$ cat config.mk
export PLATFORM = sky130hd
export DESIGN_NAME = sccb_config_sequencer
export DESIGN_NICKNAME = d
export VERILOG_FILES = /design/src/rtl/sccb_cfg_pkg.sv /design/src/rtl/cam_config_rom.sv /design/src/rtl/sccb_config_sequencer.sv
export SDC_FILE = /design/constraint.sdc
export NUM_CORES = 1
export LEC_CHECK = 0
export BUFFER_PORTS_ARGS = -buffer_cell sky130_fd_sc_hd__buf_4
export CAP_MARGIN = 20
export CORE_MARGIN = 4
export CORE_UTILIZATION = 62
export DETAILED_ROUTE_END_ITERATION = 16
export PLACE_DENSITY = 0.87
export SYNTH_ARGS = -nofsm -noshare
export SYNTH_HDL_FRONTEND = slang
export SYNTH_HIERARCHICAL = 1
export SYNTH_SLANG_ARGS = --single-unit
export TNS_END_PERCENT = 100
$ cat constraint.sdc
create_clock -name CLK -period 3.3 [get_ports CLK]
set_clock_uncertainty 0.2 [all_clocks]
set_input_delay 0.495 -clock CLK [delete_from_list [all_inputs] [get_ports CLK]]
set_output_delay 0.495 -clock CLK [all_outputs]
set_load 0.02 [all_outputs]
$ cat src/rtl/sccb_cfg_pkg.sv
// Shared types and constants for the SCCB power-up configuration sequencer.
package sccb_cfg_pkg;

  localparam int unsigned ADDR_W  = 8;
  localparam int unsigned DATA_W  = 8;
  localparam int unsigned ENTRY_W = ADDR_W + DATA_W;

  localparam logic [ENTRY_W-1:0] CFG_END        = 16'hFFFF;
  localparam logic [ADDR_W-1:0]  CFG_DELAY_ADDR = 8'hFF;

  typedef enum logic [3:0] {
    IDLE,
    POWERUP_WAIT,
    FETCH,
    DECODE,
    ISSUE,
    WAIT_ACCEPT,
    WAIT_DONE,
    DELAY,
    DONE,
    ERROR
  } cfg_state_t;

endpackage

$ cat src/rtl/cam_config_rom.sv
// Camera sensor register table, {addr, data} per entry, one-cycle read latency.
// Further sensor writes (e.g. 0x40/0xD0 for RGB565) go before the end marker.
module cam_config_rom
  import sccb_cfg_pkg::*;
#(
  parameter int unsigned AddrWidth = 6
) (
  input  logic                 clk,
  input  logic [AddrWidth-1:0] index,
  output logic [ENTRY_W-1:0]   entry
);

  always_ff @(posedge clk) begin
    case (index)
      AddrWidth'(0): entry <= 16'h1280;  // COM7 soft reset
      AddrWidth'(1): entry <= 16'hFF0A;  // settle 10 ms after soft reset
      AddrWidth'(2): entry <= 16'h1204;  // COM7 RGB output
      default:       entry <= CFG_END;
    endcase
  end

endmodule

$ cat src/rtl/sccb_config_sequencer.sv
// Walks the camera ROM table and issues register writes to the SCCB master.
// Optional macro SCCB_CFG_RETRY_EN: retry an unaccepted write up to 3 times.
module sccb_config_sequencer
  import sccb_cfg_pkg::*;
#(
  parameter int unsigned ClockFrequency = 50_000_000,
  parameter int unsigned PowerUpDelayMs = 2,
  parameter int unsigned RomAddrWidth   = 6,
  parameter int unsigned AcceptTimeout  = 16
) (
  input  logic                    CLK,
  input  logic                    RST,
  input  logic                    i_start,
  output logic [ADDR_W-1:0]       o_sccb_addr,
  output logic [DATA_W-1:0]       o_sccb_data,
  output logic                    o_sccb_ready,
  input  logic                    i_sccb_busy,
  output logic                    o_busy,
  output logic                    o_done,
  output logic                    o_error,
`ifdef SCCB_CFG_RETRY_EN
  output logic [1:0]              o_retry_cnt,
`endif
  output logic [RomAddrWidth-1:0] o_index
);

  localparam int unsigned TICKS = (ClockFrequency / 1000 > 0) ? ClockFrequency / 1000 : 1;
  localparam int unsigned CW    = (TICKS > 1) ? $clog2(TICKS) : 1;
  localparam logic [RomAddrWidth-1:0] IDX_LAST = '1;

  cfg_state_t         state;
  logic [CW-1:0]      ms_cnt;
  logic               tick;
  logic [15:0]        ms_left;
  logic [15:0]        wait_cnt;
  logic [ENTRY_W-1:0] entry;
  logic [ADDR_W-1:0]  e_addr;
  logic [DATA_W-1:0]  e_data;
  logic               at_last;

  assign tick            = (ms_cnt == CW'(TICKS - 1));
  assign {e_addr, e_data} = entry;
  assign at_last         = (o_index == IDX_LAST);

  cam_config_rom #(.AddrWidth(RomAddrWidth)) u_rom (
    .clk   (CLK),
    .index (o_index),
    .entry (entry)
  );

  always_ff @(posedge CLK) begin
    if (!RST) begin
      state        <= POWERUP_WAIT;
      ms_cnt       <= '0;
      ms_left      <= '0;
      wait_cnt     <= '0;
      o_sccb_addr  <= '0;
      o_sccb_data  <= '0;
      o_sccb_ready <= 1'b0;
      o_busy       <= 1'b0;
      o_done       <= 1'b0;
      o_error      <= 1'b0;
      o_index      <= '0;
`ifdef SCCB_CFG_RETRY_EN
      o_retry_cnt  <= '0;
`endif
    end else begin
      ms_cnt       <= tick ? '0 : ms_cnt + 1'b1;
      o_sccb_ready <= 1'b0;
      o_busy       <= 1'b1;
      case (state)
        IDLE: begin
          o_busy  <= 1'b0;
          state   <= POWERUP_WAIT;
          ms_cnt  <= '0;
          ms_left <= '0;
        end
        POWERUP_WAIT: begin
          if (PowerUpDelayMs == 0 || (tick && 32'(ms_left) + 32'd1 >= PowerUpDelayMs)) begin
            state   <= FETCH;
            o_index <= '0;
          end else if (tick) begin
            ms_left <= ms_left + 1'b1;
          end
        end
        FETCH: state <= DECODE;
        DECODE: begin
          if (entry == CFG_END) begin
            state  <= DONE;
            o_busy <= 1'b0;
            o_done <= 1'b1;
          end else if (e_addr == CFG_DELAY_ADDR) begin
            if (e_data == '0) begin
              if (at_last) begin
                state  <= DONE;
                o_busy <= 1'b0;
                o_done <= 1'b1;
              end else begin
                o_index <= o_index + 1'b1;
                state   <= FETCH;
              end
            end else begin
              state   <= DELAY;
              ms_left <= 16'(e_data);
              ms_cnt  <= '0;
            end
          end else begin
            o_sccb_addr <= e_addr;
            o_sccb_data <= e_data;
`ifdef SCCB_CFG_RETRY_EN
            o_retry_cnt <= '0;
`endif
            state       <= ISSUE;
          end
        end
        // ready is raised and dropped while still in ISSUE, so the request never leaks out of it
        ISSUE: begin
          if (o_sccb_ready) begin
            state    <= WAIT_ACCEPT;
            wait_cnt <= '0;
          end else if (!i_sccb_busy) begin
            o_sccb_ready <= 1'b1;
          end
        end
        WAIT_ACCEPT: begin
          if (i_sccb_busy) begin
            state <= WAIT_DONE;
          end else if (wait_cnt == 16'(AcceptTimeout - 1)) begin
`ifdef SCCB_CFG_RETRY_EN
            if (o_retry_cnt != 2'd3) begin
              o_retry_cnt <= o_retry_cnt + 1'b1;
              state       <= ISSUE;
            end else begin
`else
            begin
`endif
              state   <= ERROR;
              o_busy  <= 1'b0;
              o_error <= 1'b1;
            end
          end else begin
            wait_cnt <= wait_cnt + 1'b1;
          end
        end
        WAIT_DONE: begin
          if (!i_sccb_busy) begin
            if (at_last) begin
              state  <= DONE;
              o_busy <= 1'b0;
              o_done <= 1'b1;
            end else begin
              o_index <= o_index + 1'b1;
              state   <= FETCH;
            end
          end
        end
        DELAY: begin
          if (tick) begin
            if (ms_left == 16'd1) begin
              if (at_last) begin
                state  <= DONE;
                o_busy <= 1'b0;
                o_done <= 1'b1;
              end else begin
                o_index <= o_index + 1'b1;
                state   <= FETCH;
              end
            end else begin
              ms_left <= ms_left - 1'b1;
            end
          end
        end
        DONE, ERROR: begin
          if (i_start) begin
            o_done  <= 1'b0;
            o_error <= 1'b0;
            o_index <= '0;
            state   <= FETCH;
          end else begin
            o_busy <= 1'b0;
          end
        end
        default: state <= POWERUP_WAIT;
      endcase
    end
  end

endmodule

# == Yosys cells after proc, flatten, opt, wreduce, memory -nomap -nowiden ==
# Index checks and enable logic that the tools add are counted.
# classes
n_addsub,6
n_lt_le_gt_ge,1
n_eq_ne,36
muxes,65
bitwise_logic,4
n_reduce_logical,18
# ops
op,n
two-way mux 16 bit,14
one-hot mux 16 bit (2 select lines),2
one-hot mux 16 bit (4 select lines),1
two-way mux 6 bit,9
adder 16 x 1 -> 16 bit (second input constant),3
two-way mux 4 bit,12
one-hot mux 16 bit (3 select lines),1
== test 16 bit (second input constant),2
!= test 2 bit (second input constant),16
one-hot mux 4 bit (8 select lines),1
one-hot mux 6 bit (5 select lines),1
two-way mux 1 bit,21
adder 16 x 1 -> 17 bit (second input constant),1
greater-or-equal comparator 17 x 2 -> 1 bit (second input constant),1
== test 16 x 1 -> 1 bit (second input constant),1
== test 16 x 4 -> 1 bit (second input constant),1
== test 4 x 3 -> 1 bit (second input constant),4
subtractor 16 x 1 -> 16 bit (second input constant),1
AND reduction 7 bit,2
!= test 3 bit (second input constant),3
AND reduction 9 bit,1
== test 4 x 2 -> 1 bit (second input constant),2
== test 4 bit (second input constant),2
== test 8 bit (second input constant),1
21 further kinds,27
# totals
ff_bits,94
inputBits,4
output_inout_bits,26
word_cells,142

# == Longest topological paths before layout ==
# Gate-level depths: netlist of run 1.
# logic_depth
ltp_word,6
ltp_mapped,9
depth_no_buf,9

# == Hierarchy ==
# The synthesis of run 1 kept the hierarchy.
# modules_own_cells
mod,n_inst,cells_each,area_per_inst_um2
sccb_config_sequencer,1,612,4734.5
cam_config_rom,1,24,227.7

# == Worst setup path before layout of run 1 ==
# Ideal clock, no wire load.
# synth_timing
path_kind,register to register
start,reg ms_left[0]
end,reg ms_left[14]
arrival_ns,2.521
path_slack_ns,0.509
path_stages_with_launch,9
path_buffers,0
cell_sequence,dfxtp_1 > ha_1 > nand3_1 > nor4_4 > mux2i_1 > o2111a_1 > a311oi_4 > or4_1 > a21oi_1
# synth_between
elab_chain_len,5
elab_cells_between_ends,14
# synth_rtl
item,line,source
"start, declared",sccb_config_sequencer.sv:34,logic [15:0] ms_left;
"start signal, assigned",sccb_config_sequencer.sv:83,ms_left <= ms_left + 1'b1;
"start signal, assigned",sccb_config_sequencer.sv:104,ms_left <= 16'(e_data);
"start signal, assigned",sccb_config_sequencer.sv:169,ms_left <= ms_left - 1'b1;
adder 16 x 1 -> 17 bit,sccb_config_sequencer.sv:79,if (PowerUpDelayMs == 0 || (tick && 32'(ms_left) + 32'd1 >= PowerUpDelayMs)) begin
greater-or-equal comparator 17 x 2 -> 1 bit,sccb_config_sequencer.sv:79,
logical AND 1 bit,sccb_config_sequencer.sv:79,
!= test 2 bit (no source line),n/a,
AND reduction 8 bit (no source line),n/a,
# Parallel ways exist; a longest one is shown, timed or not. The select of a mux whose other input is x is not followed.
# A chain may end at the register's enable or synchronous reset.

# == Worst setup path in the final report of run 1 ==
# layout_timing
start,reg ms_left[1]
end,reg ms_left[14]
# The elaborated chain is that of the path after synthesis.

==> results of run 1 <==
sequential cells by signal, summed over array words and instances (netlist names):
register / count
ms_cnt: 16
ms_left: 16
o_busy: 1
o_done: 1
o_error: 1
o_index: 6
o_sccb_addr: 8
o_sccb_data: 8
o_sccb_ready: 1
state: 4
u_rom/entry: 4
wait_cnt: 16
synth_stat cells (all sizes together), types with 3 or more instances:
library cell  instances
a22oi                 3
buf                  24
nand2b                6
o21ai                26
nor3                 25
o221a                 3
nor4                 17
o311ai                5
a211oi                5
nand4                18
o22ai                 9
xnor2                29
xor2                 10
nor2                 64
clkbuf               26
and3                 16
inv                  14
o31ai                 6
or3                  10
a31oi                 8
a21oi                42
o2111ai               3
or2                   5
and2                  4
ha                    7
nand3                29
o211ai                8
or4                   8
dfxtp                82
nand2                75
mux2i                 6
layout make-up:
class                   count  area (um2)
clock buffers              10         138
clock inverters             6        47.5
fillers                   618        2290
inverters                  14        52.6
multi-input cells         491        3000
flip-flops and latches     82        1640
well taps                 102         128
repair buffers             60         470
power by group:
part / switching [mW] / total [mW] / leakage, nW / internal, mW
combinational: 0.600 / 0.982 / 1.24 / 0.381
sequential: 0.0486 / 1.08 / 0.662 / 1.03
clock: 0.380 / 0.679 / 0.0815 / 0.299
total: 1.03 / 2.74 / 1.98 / 1.71
metrics by stage:
step / cells / util, % / instance area [um2] / power, mW / hold slack [ps]
after CTS: 764 / 70.1 / 5450 / 2.71 / 188
after floorplan: 637 / - / 4970 / 1.77 / 230
final: 765 / 70.5 / 5480 / 2.74 / 200
after detailed placement: 748 / 67.8 / 5260 / 2.04 / 247
after global routing: 765 / 70.5 / 5480 / 2.88 / 202
after global placement: 748 / 67.8 / 5260 / 2.01 / 242
per-layer routing:
layer / wire length (um) / GRT usage, % / vias to the layer above / share of wire [%]
met1: 5280 / 34.2 / 2250 / 42
li1: - / - / 2359 / -
met3: 1020 / 6.03 / 30 / 8.2
met5: 0 / 0 / - / 0
met4: 235 / 7.45 / 0 / 1.9
met2: 5930 / 43.6 / 254 / 48
worst reg2reg max path, delay by kind of cell (launching register included):
kind	cells	cell delay [ps]
AO/OA/AOI/OAI	3	610
adder cells (fa/ha/maj)	1	210
buffers and inverters	1	220
flip-flops	1	460
multiplexers	1	270
AND/OR/NAND/NOR	3	1060
worst max path at each step:
stage | start | end | slack [ps] | cells after the start
6_report | ms_left[1] | ms_left[14] | 200 | 9
5_1_grt | ms_left[11] | ms_left[8] | 50 | 8
4_1_cts | ms_left[1] | ms_left[14] | 240 | 9
3_5_place_dp | ms_left[1] | ms_left[14] | 260 | 9
3_3_place_gp | ms_left[11] | ms_left[14] | 320 | 8
2_1_floorplan | ms_left[0] | ms_left[14] | 510 | 8
logic make-up (layout without fill, tap and decap cells):
group | after synthesis | count (layout) | share of synthesized area (%)
AOI/OAI and AO/OA | 146 | 146 | 20.0
xor gates and xnor gates | 39 | 39 | 6.88
adders and majority gates | 7 | 7 | 1.76
buffers and inverters | 64 | 90 | 6.58
DFF | 82 | 82 | 33.1
muxes | 6 | 6 | 1.21
other | 1 | 2 | 0.0756
and+or+nand+nor | 291 | 291 | 30.4
==> impl_results.md, run 1 <==
- Register area share after synthesis: 33.1%
- TritonRoute pass-1 iters: 5
- Buffers on Ports: 29
- Clock slew at reported path FFs: 80 ps
- RSZ-0062 raised after global routing: false
- Hpwl dp: 8670 um
- Synth top area cells: dfxtp_1 33%, nand2_1 5.6%, xnor2_1 5.1%
- Drt wl/cell: 16.3 um
- Critical R2R Launch: ms_left[1]
- Max Cap Viol: 0
- Status: finished, final reports clean
- Buf+Inv Stages, Crit Path: 1
- Syn. warnings: 6
- Hold Startpoint: i_sccb_busy
- Vias: 4893
- H-Tree Depth: 3
- Critical path fanouts, max: 7
- Critical Path Sink Type: register
- Peak VDD IR: 255 uV
- GRT Overall Usage: 26.3%
- DIE WIDTH: 97.5 um
- Min-delay worst type: in -> reg
- Kind of critical path: reg -> reg
- R2R Setup Slk: 200 ps
- Synth top area share: 33.1%
- Place WS: 259 ps
- FF-to-FF path depth: 9
- Worst slew margin: 60.9%
- Share of post-route cells with drive strength above 1: 14.3%
- Synth Register Bits: 82
- Largest net degree at the start of global routing: 34
- Core area: 0.00777 mm2
- Global-route wire length before repair: 21200 um
- Setup ws final: 201 ps
- Avg Cell Area, Syn: 7.80 um2
- CP arrival: 3180 ps
- Max incr delay on CP: 500 ps
- Ant diodes: 0
- Total clock buffers created by CTS: 9
- LEAKAGE: 1.98 nW
- Via density per instance: 6.40
- # rows: 32
- Gate Count Post-Synth: 636
- CP startpoint kind: register
- Setup TNS: 0 ps
- GPL Wtd Cong: 0.965
- Top FF cell, synth: dfxtp_1
- Clk_lat worst skew: 360 ps
- Most frequent cells in the layout: 82 x dfxtp_1, 74 x nand2_1, 64 x nor2_1, 59 x buf_4, 42 x a21oi_1
- Aggregate global routing overflow: 0
- Power density over the cells: 500 mW/mm2
- TritonCTS clock tree: done
- Vias in the first global route: 4575
- Worst path cell trace: ha_1 -> nand3_1 -> nor4_4 -> mux2i_1 -> o2111a_1 -> a311oi_4 -> buf_4 -> or4_1 -> a21oi_1
- Crit path time final: 3100 ps
- Hold path endpoint: o_sccb_ready
- Initial antenna violation count: 0
- ANT nets after route: 0
- Fin. Hold Viols: 0
- Final worst-path cycle share: 93.9%
- CTS-repair resized insts: 0
- Delay-heaviest family, CP: simple AND/OR/NAND/NOR gates
- Chip Height: 97.5 um
- Final Slew Violations: 0
- Endpoints failing setup: 0
- Post-CTS Setup Repair Bufs: 0
- Clock root buffer: clkbuf_8
- Synth cell types: 71
- I/O pin cnt: 30
- Iter 0 DRT Violations: 511
- Die ar.: 0.00950 mm2
- Commonest non-fill, non-tap cell in the layout: dfxtp_1
- Total wire length: 12500 um
- CTS Sinks: 82
- Slew @ Worst Pin: 582 ps
- Hold Buf Count CTS: 0
- Synth-to-Final Area Change: 10.3%
- Fmax: 323 MHz
- Fraction of registers with async set/reset: 0%
- Cell Area, Synth: 0.00496 mm2
- CTS Buffer Depth: 2
- DRC: 0
- Number of synthesized flops with an enable pin: 0
- CP max stage cell: or4_1
- Final net count: 669
- Worst path required time: 3380 ps
- Starting density of the core: 63.9%
- WHS Path Cells: 2
- Reg2reg end: ms_left[14]
- Yosys top cell by area: dfxtp_1
No activity file was read; power rests on OpenSTA's default activity.
==> inputs of run 2 (changes only) <==
CORE_UTILIZATION = 64   (was 62)
CTS_BUF_LIST = sky130_fd_sc_hd__clkbuf_2 sky130_fd_sc_hd__clkbuf_4 sky130_fd_sc_hd__clkbuf_8   (was not set)
PLACE_DENSITY = 0.89   (was 0.87)
REMOVE_ABC_BUFFERS = 1   (was not set)
==> run 2 against run 1 <==
Net effect: sequential power about the same; via count up 0.74%; combinational power down 3.4%; setup slack worse by 26 ps; first-iteration DRC count up 9.0%; sequential share of layout area up 0.085 points; register-to-register slack worse by 30 ps.
==> impl_results.md, run 2 (synthesis gave the netlist of run 1 again) <==
- Status: finished, final reports clean
- Final net count: 670
- TritonCTS clock tree: done
- Starting density of the core: 67.0%
- Core area: 0.00741 mm2
- Clock slew at reported path FFs: 90 ps
- Vias: 4929
- Max Cap Viol: 0
- Iter 0 DRT Violations: 557
- Vias in the first global route: 4582
- CP arrival: 3210 ps
- Most frequent cells in the layout: 81 x dfxtp_1, 74 x nand2_1, 64 x nor2_1, 60 x buf_4, 42 x a21oi_1
- Initial antenna violation count: 0
- DRC: 0
- Final worst-path cycle share: 94.7%
- CTS Buffer Depth: 2
- Peak VDD IR: 287 uV
- Die ar.: 0.00923 mm2
- Worst slew margin: 57.2%
- H-Tree Depth: 3
- GRT Overall Usage: 28.1%
- Fmax: 320 MHz
- Synth-to-Final Area Change: 10.1%
- Total wire length: 12700 um
- Endpoints failing setup: 0
- Hpwl dp: 9000 um
- Setup TNS: 0 ps
- FF-to-FF path depth: 9
- Clock root buffer: clkbuf_8
- Via density per instance: 6.46
- CTS Sinks: 82
- DIE WIDTH: 96.1 um
- ANT nets after route: 0
- GPL Wtd Cong: 0.952
- Fillers: 558
- Total clock buffers created by CTS: 9
- TritonRoute pass-1 iters: 5
- Slew @ Worst Pin: 642 ps
- Aggregate global routing overflow: 0
- WHS Path Cells: 2
- Global-route wire length before repair: 20800 um
- Fin. Hold Viols: 0
- Final Slew Violations: 0
- Share of post-route cells with drive strength above 1: 14.6%
- Critical path fanouts, max: 11
- I/O pin cnt: 30
- LEAKAGE: 1.99 nW
- Commonest non-fill, non-tap cell in the layout: dfxtp_1
- Drt wl/cell: 16.7 um
- CP startpoint kind: register
- Setup ws final: 175 ps
- Min-delay worst type: in -> reg
- Ant diodes: 0
- Top Registers: ms_cnt (16), ms_left (16), wait_cnt (16)
- RSZ-0062 raised after global routing: false
- # rows: 31
- Place WS: 227 ps
- Power density over the cells: 497 mW/mm2
- Crit path time final: 3130 ps
- Kind of critical path: reg -> reg
- Chip Height: 96.1 um
- Worst path required time: 3380 ps
- Largest net degree at the start of global routing: 34
- Critical Path Sink Type: register
- Clk_lat worst skew: 350 ps
- Buffers on Ports: 29
run 2: final timing paths:
check / startpoint / end / slack (ps)
worst max-delay path: ms_left[1] / ms_left[14] / 170
worst max register to register: ms_left[1] / ms_left[14] / 170
worst min register to register: o_sccb_data[1] / o_sccb_data[1] / 260
worst min-delay path: i_sccb_busy / o_sccb_ready / 210
run 2: through the flow:
| stage | power, mW | hold WS, ps | instances | area [um2] | util, % |
|---|---|---|---|---|---|
| detailed placement | 2.03 | 248 | 746 | 5270 | 71.1 |
| floorplan | 1.72 | 230 | 587 | 4690 | - |
| global route | 2.86 | 194 | 763 | 5460 | 73.8 |
| finish | 2.72 | 208 | 763 | 5460 | 73.8 |
| global placement | 2.00 | 243 | 746 | 5270 | 71.1 |
| CTS | 2.71 | 195 | 762 | 5450 | 73.5 |
run 2: power by group:
group          internal [mW]  switching [mW]  leakage (nW)  total, mW
clock                  0.285           0.397        0.0886      0.683
sequential              1.03          0.0572         0.662       1.09
combinational          0.366           0.583          1.24      0.949
total                   1.68            1.04          1.99       2.72
run 2: timing repair:
item                       4_1_cts  5_1_grt
buffers inserted                 0        0
setup endpoints to repair        0        2
hold buffers                     0        0
resized for setup                0        1
run 2: layout make-up:
| type | count | area [um2] | share of cell area [%] |
|---|---|---|---|
| multi-input combinational | 491 | 3000 | 54.9 |
| sequential | 82 | 1640 | 30.1 |
| timing repair buffer | 61 | 465 | 8.52 |
| clock buffer | 9 | 124 | 2.27 |
| tap | 99 | 124 | 2.27 |
| clock inverter | 7 | 57.6 | 1.05 |
| inverter | 14 | 52.6 | 0.962 |
run 2: per-layer routing:
layer  wire length [um]  vias up  track usage [%]
met5                  0        -                0
met1               5270     2271             34.3
met4                297        0             12.0
met2               5990      264             46.8
met3               1160       38             6.88
li1                   -     2356                -
run 2: worst max-delay path, cell delays in order, from the launching register on:
cell	delay, ps
dfxtp_1	450
ha_1	290
nand3_1	170
nor4_4	400
mux2i_1	270
o2111a_1	310
a311oi_4	120
buf_4	200
or4_1	510
a21oi_1	150
